<file path="src/rtl/coef_bank_seq.sv">
// coef_bank_seq: double-buffered Q8.8 coefficient bank, streamed one value per cycle into the MAC.
// Writes always land in the shadow bank; bank swaps are taken only while the sequencer is idle.
module coef_bank_seq #(
    parameter int CANT_BITS = 16,
    parameter int NUM_COEF  = 8,
    parameter int ADDR_BITS = 3,
    parameter int NUM_BANKS = 2
) (
    input  logic                        clk,
    input  logic                        reset,
    input  logic                        start,
    input  logic                        swap_req,
    input  logic                        wr_en,
    input  logic        [ADDR_BITS-1:0] wr_addr,
    input  logic signed [CANT_BITS-1:0] wr_data,
    output logic                        wr_ack,
    output logic                        wr_err,
    output logic signed [CANT_BITS-1:0] coef_out,
    output logic        [ADDR_BITS-1:0] coef_idx,
    output logic                        coef_valid,
    output logic                        coef_last,
    output logic                        done,
    output logic                        busy,
    output logic                        active_bank,
    output logic                        swap_pend
);

    typedef enum logic [1:0] {
        ST_IDLE = 2'd0,
        ST_RUN  = 2'd1,
        ST_DONE = 2'd2
    } state_t;

    localparam logic [ADDR_BITS-1:0] LAST_IDX  = ADDR_BITS'(NUM_COEF - 1);
    localparam bit                   HAS_HOLES = ((2 ** ADDR_BITS) > NUM_COEF);

    logic signed [CANT_BITS-1:0] mem_q [NUM_BANKS][NUM_COEF];

    state_t                      state_q, state_d;
    logic        [ADDR_BITS-1:0] idx_q, idx_d;
    logic signed [CANT_BITS-1:0] coef_q, coef_d;
    logic                        valid_q, valid_d;
    logic                        last_q, last_d;
    logic                        done_q, done_d;
    logic                        busy_q, busy_d;
    logic                        ack_q, ack_d;
    logic                        err_q, err_d;
    logic                        active_q, active_d;
    logic                        pend_q, pend_d;

    logic                        swap_apply_s;
    logic                        wr_in_range_s;
    logic                        wr_commit_s;
    logic                        wr_bank_s;
    logic                        rd_bank_s;
    logic        [ADDR_BITS-1:0] rd_idx_s;
    logic signed [CANT_BITS-1:0] rd_val_s;

    // Index range check is only needed when the address space has unused codes
    generate
        if (HAS_HOLES) begin : g_range_chk
            assign wr_in_range_s = ({1'b0, wr_addr} < (ADDR_BITS + 1)'(NUM_COEF));
        end else begin : g_range_full
            assign wr_in_range_s = 1'b1;
        end
    endgenerate

    // Swap bookkeeping and write acceptance
    always_comb begin
        swap_apply_s = (state_q == ST_IDLE) && (pend_q || swap_req);
        if (swap_apply_s) begin
            active_d = ~active_q;
            pend_d   = 1'b0;
        end else begin
            active_d = active_q;
            pend_d   = pend_q | swap_req;
        end
        wr_bank_s   = ~active_q;
        wr_commit_s = wr_en & wr_in_range_s;
        ack_d       = wr_commit_s;
        err_d       = wr_en & ~wr_in_range_s;
    end

    // Read port for the next streamed value; a same-edge write is forwarded so a
    // write coinciding with a swap-and-start is already visible at index 0.
    always_comb begin
        if (state_q == ST_IDLE) begin
            rd_bank_s = active_d;
            rd_idx_s  = '0;
        end else begin
            rd_bank_s = active_q;
            rd_idx_s  = idx_q + ADDR_BITS'(1);
        end
        if (wr_commit_s && (wr_bank_s == rd_bank_s) && (wr_addr == rd_idx_s)) begin
            rd_val_s = wr_data;
        end else begin
            rd_val_s = mem_q[rd_bank_s][rd_idx_s];
        end
    end

    // Sweep sequencer next state and registered stream outputs
    always_comb begin
        state_d = state_q;
        idx_d   = '0;
        coef_d  = '0;
        valid_d = 1'b0;
        last_d  = 1'b0;
        done_d  = 1'b0;
        busy_d  = 1'b0;
        case (state_q)
            ST_IDLE: begin
                if (start) begin
                    state_d = ST_RUN;
                    valid_d = 1'b1;
                    busy_d  = 1'b1;
                    coef_d  = rd_val_s;
                end else begin
                    state_d = ST_IDLE;
                end
            end
            ST_RUN: begin
                if (idx_q == LAST_IDX) begin
                    state_d = ST_DONE;
                    done_d  = 1'b1;
                end else begin
                    state_d = ST_RUN;
                    idx_d   = rd_idx_s;
                    valid_d = 1'b1;
                    busy_d  = 1'b1;
                    last_d  = (rd_idx_s == LAST_IDX);
                    coef_d  = rd_val_s;
                end
            end
            ST_DONE: begin
                state_d = ST_IDLE;
            end
            default: begin
                state_d = ST_IDLE;
            end
        endcase
    end

    // Control and output registers
    always_ff @(posedge clk or negedge reset) begin
        if (!reset) begin
            state_q  <= ST_IDLE;
            idx_q    <= '0;
            coef_q   <= '0;
            valid_q  <= 1'b0;
            last_q   <= 1'b0;
            done_q   <= 1'b0;
            busy_q   <= 1'b0;
            ack_q    <= 1'b0;
            err_q    <= 1'b0;
            active_q <= 1'b0;
            pend_q   <= 1'b0;
        end else begin
            state_q  <= state_d;
            idx_q    <= idx_d;
            coef_q   <= coef_d;
            valid_q  <= valid_d;
            last_q   <= last_d;
            done_q   <= done_d;
            busy_q   <= busy_d;
            ack_q    <= ack_d;
            err_q    <= err_d;
            active_q <= active_d;
            pend_q   <= pend_d;
        end
    end

    // Coefficient storage, written only through the shadow bank
    always_ff @(posedge clk or negedge reset) begin
        if (!reset) begin
            for (int b = 0; b < NUM_BANKS; b++) begin
                for (int i = 0; i < NUM_COEF; i++) begin
                    mem_q[b][i] <= '0;
                end
            end
        end else if (wr_commit_s) begin
            mem_q[wr_bank_s][wr_addr] <= wr_data;
        end
    end

    assign coef_out    = coef_q;
    assign coef_idx    = idx_q;
    assign coef_valid  = valid_q;
    assign coef_last   = last_q;
    assign done        = done_q;
    assign busy        = busy_q;
    assign wr_ack      = ack_q;
    assign wr_err      = err_q;
    assign active_bank = active_q;
    assign swap_pend   = pend_q;

endmodule
</file>
<file path="config.mk">
export PLATFORM = sky130hd
export DESIGN_NAME = coef_bank_seq
export DESIGN_NICKNAME = d
export VERILOG_FILES = /design/src/rtl/coef_bank_seq.sv
export SDC_FILE = /design/constraint.sdc
export NUM_CORES = 1
export LEC_CHECK = 0
export ABC_AREA = 1
export ABC_CLOCK_PERIOD_IN_PS = 2100
export BUFFER_PORTS_ARGS = -buffer_cell sky130_fd_sc_hd__buf_2
export CORE_MARGIN = 4
export CORE_UTILIZATION = 52
export CTS_CLUSTER_SIZE = 14
export DETAILED_ROUTE_END_ITERATION = 16
export GPL_TIMING_DRIVEN = 0
export PLACE_DENSITY = 0.69
export SYNTH_ARGS = -nofsm -noshare
export SYNTH_HDL_FRONTEND = slang
export SYNTH_SLANG_ARGS = --single-unit
</file>
<file path="constraint.sdc">
create_clock -name clk -period 2.1 [get_ports clk]
set_input_delay 0.42 -clock clk [delete_from_list [all_inputs] [get_ports clk]]
set_output_delay 0.42 -clock clk [all_outputs]
set_load 0.02 [all_outputs]
</file>
# == Word level (Yosys, flattened, before mapping) ==
# Index checks and enable logic that the tools add are counted.
# totals
ff_bits,283
latchBits,0
ramBits,0
romBits,0
input_bits,24
out_inout_bits,27
word_cells,81
mem_count,0
# op_classes
n_addsub,1
multipliers,0
div,0
magnitude_cmp,6
eq_ne,5
n_shift,0
mux,31
bitwise_logic,6
reduce_logical,7
# op_table
cell,n
128-bit 2-to-1 mux,4
256-bit bitwise mux,1
128-bit demux with 1-bit select,1
16-bit 2-to-1 mux,6
16-bit binary-select mux with 3-bit select,1
16-bit demux with 3-bit select,1
16-bit case mux with 2 select lines,1
1-bit 2-to-1 mux,10
3-bit 2-to-1 mux,3
4-bit greater-or-equal comparator (second input constant),2
3-bit NOT with 4-bit output,2
3-bit == test (second input constant),2
1-bit logical AND,5
2-bit greater-or-equal comparator (second input constant),2
4-bit by 1-bit less-than comparator with 1-bit output (second input constant),1
1-bit NOT with 2-bit output,2
2-bit case mux with 2 select lines,1
3-bit by 1-bit adder with 3-bit output (second input constant),1
3-bit == test,1
2-bit by 1-bit == test with 1-bit output (second input constant),1
2-bit zero test,1
2-bit by 1-bit less-than comparator with 1-bit output (second input constant),1
2-bit 2-to-1 mux,1
1-bit case mux with 2 select lines,1
other kinds (4),4

# == Longest topological paths before layout ==
# logic_depth
word_depth,14
ltp_mapped,12
mapped_depth_nobuf,11

# == Worst setup path before layout ==
# Ideal clock, no wire load.
# synth_path
path_type,register to register
start,register idx_q[0] (netlist: coef_idx[0])
end,register coef_q[0] (netlist: coef_out[0])
setup_ns,0.133
arrival_time_ns,1.911
t_required_ns,1.967
slack_ns,0.056
stages_incl_launch_ff,12
n_path_buf,2
period_less_slack_ns,2.044
cell_sequence,dfrtp_1 -> ha_1 -> ha_1 -> inv_1 -> nor2_2 -> buf_2 -> clkbuf_1 -> a21oi_1 -> nand2_1 -> nand3_1 -> nand2_1 -> a21oi_1
# synth_via
elab_chain_cells,9
word_cells_on_any_way,13
classes_between,add/sub: 1; eq/ne: 2; mux: 8; bitwise: 1; reduce/logical: 1
# synth_lines
element,line_no,text
from (decl),40,"logic [ADDR_BITS-1:0] idx_q, idx_d;"
from (signal assigned),159,idx_q <= idx_d;
3-bit by 1-bit adder with 3-bit output,92,rd_idx_s = idx_q + ADDR_BITS'(1);
3-bit 2-to-1 mux,87,if (state_q == ST_IDLE) begin
3-bit NOT with 4-bit output (not written as such),97,rd_val_s = mem_q[rd_bank_s][rd_idx_s];
16-bit binary-select mux with 3-bit select,97,
16-bit 2-to-1 mux (not written as such) (2 in a row),97,
16-bit 2-to-1 mux,94,if (wr_commit_s && (wr_bank_s == rd_bank_s) && (wr_addr == rd_idx_s)) begin
"16-bit 2-to-1 mux, on equally long branches","122, 112",
16-bit case mux with 2 select lines *,110,case (state_q)
net coef_d[0],41,"logic signed [CANT_BITS-1:0] coef_q, coef_d;"
to (signal assigned),160,coef_q <= coef_d;
to (decl),41,
# Mark *: on every way through the listed nets, which the timed path passes. The rest lies on a longest branch. The select of a mux whose other input is x is not followed.
# A chain may end at the register's enable or synchronous reset.

# == Worst setup path in the final report ==
# layout_path
start,register idx_q[0] (netlist: coef_idx[0])
end,register coef_q[11] (netlist: coef_out[11])
# Same word-level chain as after synthesis.

==> summary.txt <==
Place
  – Placer Congestion: roughly 0.95
  – Dpl cells: approximately 1900
  – Port bufs: between 40 and 50
  – Hpwl dp: 30700 um
  – Place WS: -607 ps

Routing
  – DR iter-0 viols: between 1500 and 2000
  – Detail Route Antenna Nets: 0
  – Wire per inst: around 22 um
  – Via count: approximately 12000
  – Drt first pass iters: 5
  – Vias/cell: 5.97
  – WL final: around 45000 um
  – DRC Markers: 0

STA
  – Slew HR: roughly a quarter
  – Slew @ Worst Pin: ~1100 ps
  – Fin crit share: 102%
  – Final setup fails: 4
  – Max Clock Freq: about 0.47 GHz
  – RSZ-0062 raised after global routing: true
  – Tmin final: ~2100 ps
  – Final Skew: between 5 and 6 ps
  – Fin. Hold Viols: 0
  – Final setup margin: -33.6 ps
  – Pins over their slew limit: 0

Pwr
  – PD cells: 1850 mW/mm^2
  – Worst VDD drop: ~810 uV
  – Total power: 28.2 mW
  – Static leakage: just over 7 nW

Finish
  – Final net count: between 1500 and 2000
  – # diodes: 0
  – Commonest non-fill, non-tap cell in the layout: nand2_1
  – Post-layout util: ~63%
  – Number of fill cells: approximately 2100
  – Leading cell types in the layout, fill and taps excluded: 421 x nand2_1, 280 x dfrtp_1, 194 x o21ai_0, 134 x nand3_1, 98 x a21oi_1
  – Area grow syn2layout: 18.4%
  – Register cell area after layout: approximately 0.007 sq mm
  – Share of cells above drive strength 1: between 10% and 20%
  – Final Non-Filler Cells: 2004
  – Multi-input logic area: approximately 0.0054 sq mm

Outcome
  – Status: complete, but fails checks
  – Failing checks: negative setup slack

Critical path
  – CP endpoint kind: register
  – Critical path's most frequent cell: inv_4
  – Kind of critical path: reg2reg
  – Max FO, Critical Path: 10
  – Critical Path RT: approximately 2600 ps
  – Crit-path max cell delay: 410 ps
  – Crit-path cells: ha_2, ha_4, inv_4, nor2_4, inv_4, buf_8, a21oi_2, nand2_2, nand3_2, nand2_1, a21oi_1
  – Crit path launch type: register
  – Slowest-stage cell, CP: dfrtp_1
  – Arrival time worst endpoint: approximately 2600 ps

Synth
  – Yosys reg bits: 281
  – EDFF count, synth: 0
  – Mapped Nets: approximately 1600
  – Post-Syn Instances: ~1600
  – Avg Cell Area, Syn: between 8 and 9 sq um
  – Synth unique cells: 26
  – Area of the mapped netlist: 0.0128 sq mm
  – Post-synth top flop: dfrtp_1
  – Synthesis warning total: 0
  – Post-synth ARST share: 100%
  – Post-synthesis sequential area ratio: 54.8%

GRT
  – Initial antenna violation count: 0
  – Pin count of the biggest net entering global routing: between 100 and 150
  – Vias in the first global route: about 11000
  – First-pass GRT wire length: 67000 um
  – Tot GR Track Use: between 30% and 40%
  – GRT overflow: 0

Floorplan
  – Core ar.: around 0.024 sq mm
  – Initial core utilization: 52.8%
  – Die ar.: 0.0273 sq mm
  – Die width: around 170 um
  – Num ports: about 50
  – Site row count: 57
  – DIE HEIGHT: around 170 um

Clock network
  – Clock Tree Buf Depth: 3
  – CTS buffer count: 30
  – CTS H-Tree Depth: 1
  – Clk sinks: around 280
  – Clock Latency Late Sink: between 500 and 600 ps
  – Clock Pin Slew Worst Setup and Hold Paths: about 60 ps
  – CTS tree: yes
  – CTS root buf: clkbuf_16

Worst hold path
  – Hold/Removal Path Class: in2reg

Job
  – Max Cap Viol: 0
==> registers in the layout, indices dropped and copies added (netlist names) <==
| signal | flops |
|---|---|
| done | 1 |
| wr_ack | 1 |
| state_q | 1 |
| mem_q | 256 |
| active_bank | 1 |
| coef_out | 16 |
| coef_idx | 3 |
| coef_last | 1 |
| swap_pend | 1 |
==> routing by layer <==
layer  vias to the layer above  GRT usage [%]  routed length (um)
met5                         -              0                   0
met4                         0           15.8                2590
met3                       140           5.51                4150
met2                       664           47.9               19100
met1                      5747           48.0               18800
li1                       5404              -                   -
==> path summary, 6_finish.rpt <==
check | from | slack (ps) | endpoint | cells past startpoint
min in group asynchronous | reset | 370 | mem_q[97] | 2
hold / removal | wr_en | 40 | wr_ack | 1
max in group asynchronous | reset | 750 | active_bank | 3
setup / recovery | coef_idx[0] | -30 | coef_out[11] | 11
hold reg to reg | mem_q[14] | 480 | mem_q[14] | 2
setup reg to reg | coef_idx[0] | -30 | coef_out[11] | 11
==> logic make-up after synthesis <==
family | Yosys count | synth area share (%)
other | 1 | 0.0292
flip-flops | 281 | 54.8
adder cells (fa/ha/maj) | 2 | 0.195
AND/OR/NAND/NOR | 688 | 21.9
AO/OA/AOI/OAI | 402 | 17.0
XOR/XNOR | 1 | 0.0682
buffers and inverters | 194 | 6.10
==> power by group <==
part           internal, mW  switching, mW  total [mW]
clock network          3.17           2.22        5.39
logic                  4.63           8.82        13.5
registers              7.99           1.36        9.35
total                  15.8           12.4        28.2
==> final cells by class <==
type / instances / area share, %
Clock buffer: 43 / 5.86
Clock inverter: 11 / 0.708
Buffer: 127 / 4.45
Inverter: 66 / 1.66
Timing Repair Buffer: 58 / 2.63
Sequential cell: 281 / 46.3
Tap cell: 324 / 2.67
Multi-Input combinational cell: 1094 / 35.7
==> metrics by stage <==
step | instance area (sq um) | setup TNS [ps] | hold WS, ps
global route | 15200 | -611 | 36.1
detailed placement | 13500 | -26920 | 379
global placement | 13500 | -1281220 | 466
CTS | 14900 | -36.7 | 34.9
floorplan | 12800 | 0 | 124
finish | 15200 | -107 | 43.9
==> Yosys cell counts, types with 5 or more instances <==
master	n	area share (%)
buf_2	35	1.4
inv_1	64	1.9
clkbuf_1	85	2.5
o21ai_1	12	0.47
a211oi_1	49	2.9
o211ai_1	16	0.94
dfrtp_1	281	55
buf_1	5	0.15
a21oi_1	128	5.0
o21ai_0	196	7.6
nor2_1	76	2.2
nand3_1	151	5.9
nand2_1	448	13
==> repair_timing <==
item,in CTS,in global routing
cloned,0,1
resized for setup,100,85
pin swaps,14,18
buffers inserted,4,2
hold buffers,1,0
endpoints found under the setup margin,108,60
endpoints found under the hold margin,54,0
==> worst max-delay path, delay by kind of cell (launching register included) <==
family | cells | cell delay (ps)
buffers and inverters | 3 | 320
AOI/OAI and AO/OA | 2 | 280
and+or+nand+nor | 4 | 560
DFF | 1 | 410
adders and majority gates | 2 | 470
Note: power is estimated with default switching activity, not from simulation.
